--- config.mk ---
export PLATFORM = sky130hd
export DESIGN_NAME = delta_decoder_flat
export DESIGN_NICKNAME = d
export VERILOG_FILES = /design/src/rtl/delta_decoder_if.sv /design/src/rtl/delta_decoder.sv /design/src/flat_wrapper.sv
export SDC_FILE = /design/constraint.sdc
export NUM_CORES = 1
export LEC_CHECK = 0
export CELL_PAD_IN_SITES_DETAIL_PLACEMENT = 2
export CELL_PAD_IN_SITES_GLOBAL_PLACEMENT = 2
export CORE_AREA = 2 2 152 154
export DETAILED_ROUTE_END_ITERATION = 7
export DIE_AREA = 0 0 154 156
export GPL_ROUTABILITY_DRIVEN = 0
export GPL_TIMING_DRIVEN = 0
export PLACE_DENSITY_LB_ADDON = 0.1
export SETUP_SLACK_MARGIN = 0.4
export SLEW_MARGIN = 25
export SYNTH_ARGS = -nofsm -noshare
export SYNTH_HDL_FRONTEND = slang
export SYNTH_SLANG_ARGS = --single-unit
--- constraint.sdc ---
create_clock -name clk -period 5.65 [get_ports clk]
set_input_delay 1.4125 -clock clk [delete_from_list [all_inputs] [get_ports clk]]
set_output_delay 1.4125 -clock clk [all_outputs]
set_load 0.01 [all_outputs]
--- src/rtl/delta_decoder_if.sv ---
// Delta decoder stream interface: delta input handshake and sample output handshake.
// The producer/consumer side uses master, the decoder uses slave.
interface delta_decoder_if #(
    parameter int WIDTH = 32
);
    logic             in_valid;
    logic             in_ready;
    logic [WIDTH-1:0] in_delta;
    logic             in_first;
    logic             out_valid;
    logic             out_ready;
    logic [WIDTH-1:0] out_sample;

    modport master (
        output in_valid, in_delta, in_first, out_ready,
        input  in_ready, out_valid, out_sample
    );

    modport slave (
        input  in_valid, in_delta, in_first, out_ready,
        output in_ready, out_valid, out_sample
    );
endinterface

--- src/rtl/delta_decoder.sv ---
// Delta decoder: accumulates two's complement deltas into samples
// and queues them in a small output FIFO with registered in_ready.
module delta_decoder #(
    parameter int WIDTH = 32,
    parameter int DEPTH = 4
) (
    input  logic        clk,
    input  logic        reset,
    delta_decoder_if.slave bus,
    output logic        ovf,
    output logic [15:0] sample_count
);
    localparam int AW = $clog2(DEPTH);

    logic [WIDTH-1:0] r_acc;
    logic             r_ovf;
    logic [15:0]      r_cnt;
    logic             r_in_ready;
    logic [AW:0]      r_wr_ptr;
    logic [AW:0]      r_rd_ptr;
    logic [WIDTH-1:0] r_mem [DEPTH];

    logic             w_push;
    logic             w_pop;
    logic             w_not_empty;
    logic [AW:0]      w_wr_nxt;
    logic [AW:0]      w_rd_nxt;
    logic             w_full_nxt;
    logic [WIDTH-1:0] w_sum;
    logic [WIDTH-1:0] w_acc_nxt;
    logic             w_ovf_add;

    assign w_not_empty = (r_wr_ptr != r_rd_ptr);
    assign w_push      = bus.in_valid & r_in_ready;
    assign w_pop       = w_not_empty & bus.out_ready;
    assign w_wr_nxt    = r_wr_ptr + (AW+1)'(w_push);
    assign w_rd_nxt    = r_rd_ptr + (AW+1)'(w_pop);
    assign w_full_nxt  = (w_wr_nxt[AW-1:0] == w_rd_nxt[AW-1:0]) &&
                         (w_wr_nxt[AW] != w_rd_nxt[AW]);

    assign w_sum     = r_acc + bus.in_delta;
    assign w_acc_nxt = bus.in_first ? bus.in_delta : w_sum;
    // Signed overflow: operands agree in sign but the sum does not
    assign w_ovf_add = (r_acc[WIDTH-1] == bus.in_delta[WIDTH-1]) &&
                       (w_sum[WIDTH-1] != r_acc[WIDTH-1]);

    always_ff @(posedge clk or posedge reset) begin
        if (reset) begin
            r_acc      <= '0;
            r_ovf      <= 1'b0;
            r_cnt      <= '0;
            r_in_ready <= 1'b1;
            r_wr_ptr   <= '0;
            r_rd_ptr   <= '0;
        end else begin
            r_wr_ptr   <= w_wr_nxt;
            r_rd_ptr   <= w_rd_nxt;
            r_in_ready <= ~w_full_nxt;
            if (w_push) begin
                r_acc <= w_acc_nxt;
                if (bus.in_first) begin
                    r_ovf <= 1'b0;
                    r_cnt <= 16'd1;
                end else begin
                    r_ovf <= r_ovf | w_ovf_add;
                    r_cnt <= r_cnt + 16'd1;
                end
            end
        end
    end

    always_ff @(posedge clk) begin
        if (w_push) begin
            r_mem[r_wr_ptr[AW-1:0]] <= w_acc_nxt;
        end
    end

    assign bus.in_ready   = r_in_ready;
    assign bus.out_valid  = w_not_empty;
    assign bus.out_sample = w_not_empty ? r_mem[r_rd_ptr[AW-1:0]] : '0;
    assign ovf            = r_ovf;
    assign sample_count   = r_cnt;
endmodule
--- src/flat_wrapper.sv ---
// flat-port wrapper written by rule: the top's interface ports become plain ports
module delta_decoder_flat 
#(
    parameter int WIDTH = 32,
    parameter int DEPTH = 4
)
  (clk, reset, ovf, sample_count, bus_in_valid, bus_in_delta, bus_in_first, bus_out_ready, bus_in_ready, bus_out_valid, bus_out_sample);
  delta_decoder_if #(.WIDTH(WIDTH)) bus_i ();
  input  logic clk;
  input  logic reset;
  output logic ovf;
  output logic [15:0] sample_count;
  input wire logic [$bits(bus_i.in_valid)-1:0] bus_in_valid;
  input wire logic [$bits(bus_i.in_delta)-1:0] bus_in_delta;
  input wire logic [$bits(bus_i.in_first)-1:0] bus_in_first;
  input wire logic [$bits(bus_i.out_ready)-1:0] bus_out_ready;
  output wire logic [$bits(bus_i.in_ready)-1:0] bus_in_ready;
  output wire logic [$bits(bus_i.out_valid)-1:0] bus_out_valid;
  output wire logic [$bits(bus_i.out_sample)-1:0] bus_out_sample;
  assign bus_i.in_valid = bus_in_valid;
  assign bus_i.in_delta = bus_in_delta;
  assign bus_i.in_first = bus_in_first;
  assign bus_i.out_ready = bus_out_ready;
  assign bus_in_ready = bus_i.in_ready;
  assign bus_out_valid = bus_i.out_valid;
  assign bus_out_sample = bus_i.out_sample;
  delta_decoder #(.WIDTH(WIDTH), .DEPTH(DEPTH)) u_core (.clk(clk), .reset(reset), .bus(bus_i), .ovf(ovf), .sample_count(sample_count));
endmodule
# Word level (Yosys, flattened, before mapping)
# Memories as Yosys holds them, arrays and structs flattened.
# Cells that the tools add are included.
dict set report totals {
  reg_bits 56
  ramBits 128
  in_bits 37
  out_inout_bits 51
  wordCells 28
  n_memories 1
}
# name words word_bits read_ports rd_clocked_by_memory_dff wr line
set memory_table {}
lappend memory_table {u_core.r_mem 4 32 1 0 1 delta_decoder.sv:21} ;# logic [WIDTH-1:0] r_mem [DEPTH];
dict set report classes {
  add_sub_neg 4
  eq_ne 5
  n_mux 6
  n_bitwise 4
  reduce_logical 2
}
# op count
set op_table {}
lappend op_table {{32-bit 2-to-1 mux} 2}
lappend op_table {{32-bit adder} 1}
lappend op_table {{16-bit by 1-bit adder with 16-bit output (second input constant)} 1}
lappend op_table {{16-bit 2-to-1 mux} 1}
lappend op_table {{3-bit by 1-bit adder with 3-bit output} 2}
lappend op_table {{1-bit 2-to-1 mux} 3}
lappend op_table {{3-bit inequality test} 1}
lappend op_table {{1-bit bitwise AND} 2}
lappend op_table {{2-bit == test} 1}
lappend op_table {{1-bit logical AND} 2}
lappend op_table {{1-bit inequality test} 2}
lappend op_table {{1-bit == test} 1}
lappend op_table {{1-bit inverter} 1}
lappend op_table {{1-bit OR} 1}

# Logic depth before layout (Yosys ltp)
dict set report logic_depth {
  depth_word 6
  mapped_depth 11
  mapped_depth_nobuf 11
}

# Worst setup path after synthesis
# Ideal clock, no wire load.
dict set report synth_timing {
  path_type {input to register}
  startpoint {in bus_in_valid}
  endpoint {mem u_core.r_mem[2][0], enable pin}
  setup_time_ps 468
  arrival_ps 4284
  t_required_ps 5182
  setup_slack_ps 898
  stages 4
  n_path_buf 2
  path_cell_list {nand2_1 > clkbuf_1 > clkbuf_1 > nor3b_1}
}
dict set report synth_via {
  elab_chain_cells 3
}
# item line
set synth_rtl {}
lappend synth_rtl {{from (decl)} flat_wrapper.sv:13} ;# input wire logic [$bits(bus_i.in_valid)-1:0] bus_in_valid;
lappend synth_rtl {{1-bit bitwise AND} delta_decoder.sv:34} ;# assign w_push = bus.in_valid & r_in_ready;
lappend synth_rtl {{1-bit 2-to-1 mux} delta_decoder.sv:73} ;# if (w_push) begin
lappend synth_rtl {{1-bit 2-to-1 mux (not written as such)} delta_decoder.sv:74} ;# r_mem[r_wr_ptr[AW-1:0]] <= w_acc_nxt;
lappend synth_rtl {{to (decl)} delta_decoder.sv:21}
# Every way passes these cells.

# Worst setup path in the final report
dict set report layout_timing {
  startpoint {in bus_in_delta[0]}
  endpoint {mem u_core.r_mem[3][16], data pin}
}
dict set report layout_via {
  elab_chain_cells 2
}
# item line
set layout_rtl {}
lappend layout_rtl {{from (decl)} flat_wrapper.sv:14} ;# input wire logic [$bits(bus_i.in_delta)-1:0] bus_in_delta;
lappend layout_rtl {{32-bit adder} delta_decoder.sv:41} ;# assign w_sum = r_acc + bus.in_delta;
lappend layout_rtl {{32-bit 2-to-1 mux} delta_decoder.sv:42} ;# assign w_acc_nxt = bus.in_first ? bus.in_delta : w_sum;
lappend layout_rtl {{named net u_core.w_acc_nxt[16]} delta_decoder.sv:30} ;# logic [WIDTH-1:0] w_acc_nxt;
# The timed path passes the listed nets, and every way through them passes these cells.

==> results.cfg <==
[run_status]
outcome = finished, final reports clean

[synth]
synthFlopType = edfxtp_1
synthesis.nets = 836
synth_simple_gate_area_frac = 0.120
postSynthAreaPerCell_sq_um = 12.4
synth_edf_count = 128
ys_types = 67
yosys.area_share.xor_xnor = 0.0335
synth-seq-cells = 184
synth.area.top_cells = edfxtp_1 41%, dfrtp_1 15%, mux4_2 7.7%
synthTopCellsByCount = 128 x edfxtp_1, 82 x nand2_1, 55 x dfrtp_1
async_flop_share = 0.304
synthAdderAreaFrac = 0.0499
yosys.area.top_type = edfxtp_1
yosys-mux-area-fraction = 0.103
yosysMostFrequentCell = edfxtp_1
netlist_area_sq_mm = 0.00942
synth-compound-area-share = 0.115
synthCells = 762
ys_seq_area_frac = 0.557
yosys.area.top_type_share = 0.408
synth_top_family_by_area = simple AND/OR/NAND/NOR gates
yosys_warnings = 0

[critical_path]
startpoint_type = input port
crit_path_max_incr_delay_ns = 0.66
path_delay_family = compound AO/OA/AOI/OAI gates
critPathKind = in -> reg
slowest_stage = o21ai_0
cp_max_fo = 4
required_ns = 5.77
path_buf_inv = 2
critPathArrivalTime_ns = 4.86
crit_path_cell_trace = clkdlybuf4s50_1 -> ha_1 -> inv_1 -> fa_1 -> and2b_1 -> o2111ai_1 -> a211oi_1 -> o21ai_0 -> a21oi_1 -> a21oi_1 -> xor2_1 -> o21ai_0
endpoint_kind = flop

[detailed_routing]
vias = 6849
drt_iter0_markers = 289
drt_pass1_iterations = 4
drcViolationCount = 0
wl_mm = 29.7
avgRoutedWirePerCell_microns = 25.2
drt.antenna.violating_nets = 0
via_per_inst = 5.82

[clock_network]
ctsResizeCount = 0
cts.htree.levels = 4
cts_root_buf = clkbuf_16
cts_buffers = 17
cts_tree = done
clkSlewWorstSetupHoldPaths_ns = 0.08
cts_sinks = 184
ctsHoldBuffers = 0
clk_path_buf_depth = 2
insertion_delay_ns = 0.44
cts_setup_buffers = 0

[placed_design]
place_area_sq_mm = 0.0108
dp_hpwl_mm = 22.1
dpl_worst_slack_ns = 0.394
io_buffers = 86

[layout]
fill_cells = 2184
antenna_cells = 0
stdcell_area_sq_mm = 0.0114
areaGrowthSynthToFinish_pct = 20.9
drive_gt1_frac = 0.136
layout.nets = 953

[global_routing]
use_met1 = 0.339
grt_pass1_vias = 7551
use_met2 = 0.454
grtUsageMet3 = 0.0275
grt_max_degree = 30
grt_first_pass_wirelength_mm = 46.0
grt_overflow = 0
top_usage_layer = met2
grt_usage = 0.257
antenna_found_initial = 0

[power_and_ir_drop]
power_density_mw_per_mm2 = 589
vdd_drop_max_mv = 0.206
leakage_nw = 4.31
total_power_mw = 6.70

[die]
fp.coreArea_sq_mm = 0.0224
die_x_microns = 154
start_util = 0.421
dieHeight_microns = 156
io_pins = 88
rows = 55
die_area_sq_mm = 0.0240

[worst_hold_path]
min_path_type = reg -> reg

[sta]
slew_viol_final = 0
whs_ns = 0.495
hold_viol_final = 0
finalSetupTns_ns = 0
rsz0062_at_grt = no
setup_viol = 0
finalCritPeriodShare = 0.839
post-route-min-period_ns = 4.74
worst_slew_pin_slew_ns = 0.976
relSlewSlack = 0.349
finalWorstSetupSlack_ns = 0.910
fmax_mhz = 211
skew_ns = 0.0151

[job]
drv_cap = 0
-- layout make-up --
type | instances | area [sq um] | share of cell area
buffer | 35 | 134 | 0.0118
clock buffer | 18 | 429 | 0.0377
clock inverter | 14 | 160 | 0.0141
inverter | 19 | 73.8 | 0.00648
multi-input combinational | 524 | 3990 | 0.351
sequential | 184 | 5250 | 0.461
tap | 285 | 357 | 0.0313
timing repair buffer | 98 | 993 | 0.0873
-- final timing paths --
kind	startpoint	end	slack (ns)	cells after the start
worst min-delay path	u_core.r_acc[11]$_DFFE_PP0P_	u_core.r_acc[11]$_DFFE_PP0P_	0.49	2
worst max-delay path	bus_in_delta[0]	u_core.r_mem[3][16]$_DFFE_PP_	0.91	12
worst min register to register	u_core.r_acc[11]$_DFFE_PP0P_	u_core.r_acc[11]$_DFFE_PP0P_	0.49	2
worst max register to register	u_core.bus.in_ready$_DFF_PP1_	u_core.bus.in_ready$_DFF_PP1_	2.07	10
max in group asynchronous	reset	u_core.r_acc[31]$_DFFE_PP0P_	3.79	3
min in group asynchronous	reset	u_core.r_acc[9]$_DFFE_PP0P_	1.33	2
-- layer usage --
metal  vias to the layer above  share of wire
li1                       3096              -
met5                         -              0
met2                       151           0.51
met4                         0          0.019
met3                        33          0.033
met1                      3569           0.44
-- stage by stage --
stage / cells / util
final: 1177 / 0.509
after global routing: 1177 / 0.509
after CTS: 1176 / 0.509
after global placement: 1133 / 0.476
after floorplan: 762 / -
after detailed placement: 1144 / 0.482
-- cell families (layout without fill, tap and decap cells) --
kind of cell,after synthesis,count (layout)
mux,54,54
flops,184,184
fa+ha+maj,37,37
compound gates,164,164
buf+inv,54,184
xor+xnor,36,36
simple gates,233,233
-- flip-flops by register name, indices dropped and copies added, names as in the netlist --
name                 cells
u_core.bus.in_ready      1
u_core.ovf               1
u_core.r_acc            32
u_core.r_mem           128
u_core.r_rd_ptr          3
u_core.r_wr_ptr          3
u_core.sample_count     16
-- placed cells by master (no fill, tap or decap), types with 27 or more instances in the layout --
cell type / Yosys / layout
mux4_2: 32 / 32
nor2_1: 42 / 41
dfrtp_1: 55 / 55
edfxtp_1: 128 / 128
clkdlybuf4s50_1: 0 / 86
o21ai_0: 48 / 48
nor2b_1: 34 / 34
nand2_1: 82 / 82
a21oi_1: 29 / 29
clkbuf_1: 26 / 27
ha_1: 36 / 36
-- power breakdown --
group / internal (mW) / switching [mW] / leakage [nW]
registers: 1.96 / 0.183 / 1.88
clock network: 0.593 / 0.594 / 0.279
logic: 1.50 / 1.87 / 2.16
-- worst reg2reg max path, delay by kind of cell, from the launching register on --
family | cells | cell delay, ns
adder cells (fa/ha/maj) | 2 | 0.45
buffers and inverters | 4 | 1.60
flip-flops | 1 | 0.54
AND/OR/NAND/NOR | 2 | 0.57
XOR/XNOR | 2 | 0.34
Power figures use the tool's default switching activity.
